$ cat src/rtl/cmp_serial_ge.sv
// Digit-serial magnitude comparator, LSB digit first.
// Accepts a compare with start while not busy, walks N = WIDTH/DIGIT digits
// one per clock, then pulses done with a mode-selected result and eq/gt/lt.
// Signed operands are mapped to offset-binary on capture, so a single unsigned
// serial walk covers both orderings and no subtraction is ever formed.
module cmp_serial_ge #(
  parameter int WIDTH  = 8,
  parameter int DIGIT  = 1,
  parameter int SIGNED = 0
) (
  input  logic             clk,
  input  logic             rst,
  input  logic             start,
  input  logic [WIDTH-1:0] a,
  input  logic [WIDTH-1:0] b,
  input  logic [2:0]       mode,
  output logic             busy,
  output logic             done,
  output logic             result,
  output logic             eq,
  output logic             gt,
  output logic             lt
);

  localparam int N  = WIDTH / DIGIT;
  localparam int CW = (N > 1) ? $clog2(N) : 1;
  localparam logic [CW-1:0] LAST = CW'(N - 1);

  // Flipping the MSB turns two's-complement order into unsigned order.
  localparam logic [WIDTH-1:0] FLIP = (SIGNED != 0) ? {1'b1, {(WIDTH-1){1'b0}}} : '0;

  localparam logic [1:0] S_IDLE = 2'd0;
  localparam logic [1:0] S_RUN  = 2'd1;
  localparam logic [1:0] S_DONE = 2'd2;

  logic [1:0]       r_state;
  logic [WIDTH-1:0] r_a;
  logic [WIDTH-1:0] r_b;
  logic [2:0]       r_mode;
  logic [CW-1:0]    r_cnt;
  logic             r_gt;
  logic             r_lt;
  logic             r_result;
  logic             r_eq;
  logic             r_gt_o;
  logic             r_lt_o;

  logic [DIGIT-1:0] w_da;
  logic [DIGIT-1:0] w_db;
  logic             w_gt_next;
  logic             w_lt_next;
  logic             w_eq_next;
  logic             w_res_next;
  logic             w_accept;
  logic             w_last;

  assign w_da     = r_a[DIGIT-1:0];
  assign w_db     = r_b[DIGIT-1:0];
  assign w_accept = start && (r_state != S_RUN);
  assign w_last   = (r_cnt == LAST);

  // Current digit decides when unequal; equal digits keep the lower-digit verdict.
  always_comb begin
    w_gt_next = r_gt;
    w_lt_next = r_lt;
    if (w_da > w_db) begin
      w_gt_next = 1'b1;
      w_lt_next = 1'b0;
    end else if (w_da < w_db) begin
      w_gt_next = 1'b0;
      w_lt_next = 1'b1;
    end
    w_eq_next = ~w_gt_next & ~w_lt_next;
  end

  // Mode decode of the final flags; 6 and 7 are reserved and read as 0.
  always_comb begin
    w_res_next = 1'b0;
    case (r_mode)
      3'd0:    w_res_next = w_gt_next | w_eq_next;
      3'd1:    w_res_next = w_gt_next;
      3'd2:    w_res_next = w_lt_next | w_eq_next;
      3'd3:    w_res_next = w_lt_next;
      3'd4:    w_res_next = w_eq_next;
      3'd5:    w_res_next = ~w_eq_next;
      default: w_res_next = 1'b0;
    endcase
  end

  // Control FSM plus operand shift registers and running gt/lt verdict.
  always_ff @(posedge clk) begin
    if (rst) begin
      r_state <= S_IDLE;
      r_a     <= '0;
      r_b     <= '0;
      r_mode  <= '0;
      r_cnt   <= '0;
      r_gt    <= 1'b0;
      r_lt    <= 1'b0;
    end else begin
      case (r_state)
        S_RUN: begin
          r_a   <= r_a >> DIGIT;
          r_b   <= r_b >> DIGIT;
          r_gt  <= w_gt_next;
          r_lt  <= w_lt_next;
          r_cnt <= r_cnt + 1'b1;
          if (w_last) r_state <= S_DONE;
        end
        default: begin
          if (w_accept) begin
            r_a     <= a ^ FLIP;
            r_b     <= b ^ FLIP;
            r_mode  <= mode;
            r_cnt   <= '0;
            r_gt    <= 1'b0;
            r_lt    <= 1'b0;
            r_state <= S_RUN;
          end else begin
            r_state <= S_IDLE;
          end
        end
      endcase
    end
  end

  // Visible result and flags update only on the last digit and hold otherwise.
  always_ff @(posedge clk) begin
    if (rst) begin
      r_result <= 1'b0;
      r_eq     <= 1'b0;
      r_gt_o   <= 1'b0;
      r_lt_o   <= 1'b0;
    end else if (r_state == S_RUN && w_last) begin
      r_result <= w_res_next;
      r_eq     <= w_eq_next;
      r_gt_o   <= w_gt_next;
      r_lt_o   <= w_lt_next;
    end
  end

  assign busy   = (r_state == S_RUN);
  assign done   = (r_state == S_DONE);
  assign result = r_result;
  assign eq     = r_eq;
  assign gt     = r_gt_o;
  assign lt     = r_lt_o;

endmodule

$ cat config.mk
export PLATFORM = sky130hd
export DESIGN_NAME = cmp_serial_ge
export DESIGN_NICKNAME = d
export VERILOG_FILES = /design/src/rtl/cmp_serial_ge.sv
export SDC_FILE = /design/constraint.sdc
export NUM_CORES = 1
export LEC_CHECK = 0
export BUFFER_PORTS_ARGS = -buffer_cell sky130_fd_sc_hd__clkbuf_2
export CAP_MARGIN = 20
export CORE_MARGIN = 4
export CORE_UTILIZATION = 47
export DETAILED_ROUTE_END_ITERATION = 8
export PLACE_DENSITY = 0.79
export REMOVE_ABC_BUFFERS = 1
export SYNTH_ARGS = -nofsm -noshare
export SYNTH_HDL_FRONTEND = slang
export SYNTH_SLANG_ARGS = --single-unit
export TNS_END_PERCENT = 1
$ cat constraint.sdc
create_clock -name clk -period 1.5 [get_ports clk]
set_input_delay 0.15 -clock clk [delete_from_list [all_inputs] [get_ports clk]]
set_output_delay 0.15 -clock clk [all_outputs]
set_load 0.01 [all_outputs]
==> metrics <==
CP Class=reg2reg; status=finished with violations; Starting Density=0.487; DRT Pass-1 Iters=4; Period Utilization, post-route=1.06; DP Wirelength=1900 um; wire length of the first global-routing pass=4510 um; cells after synthesis=145; share of power burned in registers=0.555; Max Root-Sink Buffers=2; RePlAce Congestion=0.799; share of cells above drive strength 1=0.287; Pleak=0.732 nW; Max Clock Freq=631 MHz; synthesized flop and latch total=30; num rows=19; Combinational Power Share=0.167; critical path fanouts, max=5; fin cells=209; Port-buffer cells=27; ANT cells=0; final antenna-violating net count=0; area delta synth->final=19.2%; predominant post-synthesis flop cell=dfxtp_1; H-Tree Depth=2; reg2reg path depth=6; Max-Cap Viols=0; sequential share of the synthesized area=0.451; Switching Fraction=0.275; clock transition at the registers of the reported paths=0.09 ns; all-layer global routing usage=0.164; Clock Skew=0.0105 ns; Tightest Pin Transition=0.314 ns; Pwr per Cell Area=991 nW/um2; initial antenna violation count=0; EDFF count, synth=0; clock buffer count from CTS=5; Clock power frac=0.279; Final Hold Viols=0; die height=61.2 um; Worst EP required=1.77 ns; final slew viol count=0; Ys Warns=0; num ports=28; unrepaired setup endpoints after global routing=yes; Synth cell types=24; post-synth top area share=0.451; Synth area leader=dfxtp_1; Chip Width=61.2 um; Post-Syn Area per Cell=9.18 um2; area of the core=2730 um2; DRC viols=0; Hold WC Path Type=in2reg; CP arrival=1.85 ns; synthesized area=1330 um2; placed insts=200; clk sink count=30; slew margin rel.=0.791; placed standard-cell area=1510 um2; Tmin final=1.58 ns; fin nets=204; global route total overflow=0; largest net degree at the start of global routing=34; die area=3750 um2; clock latency on the worst-skew pair=0.33 ns; vias in the first global route=1025; Final Setup Violations=1; maximum VDD drop=0.000718 V; TritonCTS clock tree=yes; fin area=1590 um2; most common cell after layout, fill and taps aside=dfxtp_1; Post-synth ARST share=0; total wire length=2790 um; commonest non-fill, non-tap cells in the layout=29 x dfxtp_1, 27 x clkbuf_2, 24 x nor2_1; clock root buffer=clkbuf_4; startpoint types=flop; drt first-iter violations=98; min setup slack post-route=-0.0840 ns; Worst Setup End Kind=flop; WL/cell=13.4 um; Synth area leaders=dfxtp_1 45%, mux2i_1 14%, a211oi_1 8.5%; violated checks=negative setup slack; Int Power=1.14 mW; Via density=5.37; via count=1123; Hold Crit Depth=2; switching pwr=0.433 mW
-- path summary, 6_finish.rpt --
path,startpoint,to,slack (ns)
setup / recovery,r_b[0],result,-0.08
hold / removal,rst,gt,0.03
setup reg to reg,r_b[0],result,-0.08
hold reg to reg,r_lt,r_lt,0.48
-- power groups by stage --
stage,Sequential [mW],Clock (mW),Combinational [mW]
5_1_grt,0.877,0.490,0.293
3_5_place_dp,0.888,0,0.247
6_report,0.872,0.438,0.263
3_3_place_gp,0.886,0,0.237
2_1_floorplan,0.881,0,0.147
4_1_cts,0.872,0.444,0.259
-- synth_stat cells, types with 3 or more instances --
cell type  number
nand3_1         8
nand2_1         9
a211oi_1       15
inv_1           3
a21oi_1        10
dfxtp_1        30
buf_2           5
clkbuf_1        4
mux2i_1        18
nor2_1         24
ha_1            4
nor3_1          3
-- critical path, stage by stage, from the launching register on --
cell,delay (ns)
dfxtp_2,0.34
inv_2,0.05
ha_4,0.28
mux2i_4,0.29
mux2i_1,0.25
o211ai_1,0.14
o21ai_2,0.17
-- metal layers --
metal / GRT usage / share of wire / vias up
li1: - / - / 567
met1: 0.212 / 0.44 / 502
met2: 0.251 / 0.45 / 49
met3: 0.0545 / 0.091 / 5
met4: 0.0650 / 0.0097 / 0
met5: 0 / 0 / -
-- sequential cells by signal, indices dropped and copies added, names as in the netlist --
signal and cells:
result 1, r_mode 3, r_gt 1, gt 1, r_state 2, lt 1
r_cnt 3, r_lt 1, r_a 8, eq 1, r_b 8
-- cell type report --
type | count | area, um2
Clock buffer | 5 | 37.5
Clock inverter | 2 | 10.0
Fill cell | 237 | 1150
Inverter | 5 | 21.3
Multi-Input combinational cell | 100 | 674
Sequential cell | 30 | 602
Tap cell | 31 | 38.8
Timing Repair Buffer | 36 | 203
-- cells by family (layout without fill, tap and decap cells) --
| kind of cell | count (synthesis) | after routing | share of synthesized area |
|---|---|---|---|
| flops | 30 | 30 | 0.451 |
| fa+ha+maj | 4 | 4 | 0.0376 |
| simple gates | 47 | 47 | 0.155 |
| mux | 19 | 19 | 0.152 |
| compound gates | 30 | 30 | 0.152 |
| buf+inv | 15 | 48 | 0.0517 |
-- per-stage QoR --
step           power, mW  worst slack (ns)  TNS [ns]  hold slack, ns   util
2_1_floorplan       1.03           -0.0241   -0.0241           0.219      -
3_3_place_gp        1.12           -0.0627   -0.0627           0.368  0.552
3_5_place_dp        1.13            -0.151    -0.151           0.375  0.552
4_1_cts             1.58           -0.0487   -0.0487          0.0252  0.578
5_1_grt             1.66            -0.165    -0.216          0.0274  0.580
6_report            1.57           -0.0840   -0.0840          0.0262  0.580
-- what timing repair did --
item,CTS,global route
hold buffers,0,0
resized for setup,3,0
pin swaps,1,0
endpoints found under the setup margin,1,2
buffers inserted,1,1
Note: power is estimated with default switching activity, not from simulation.
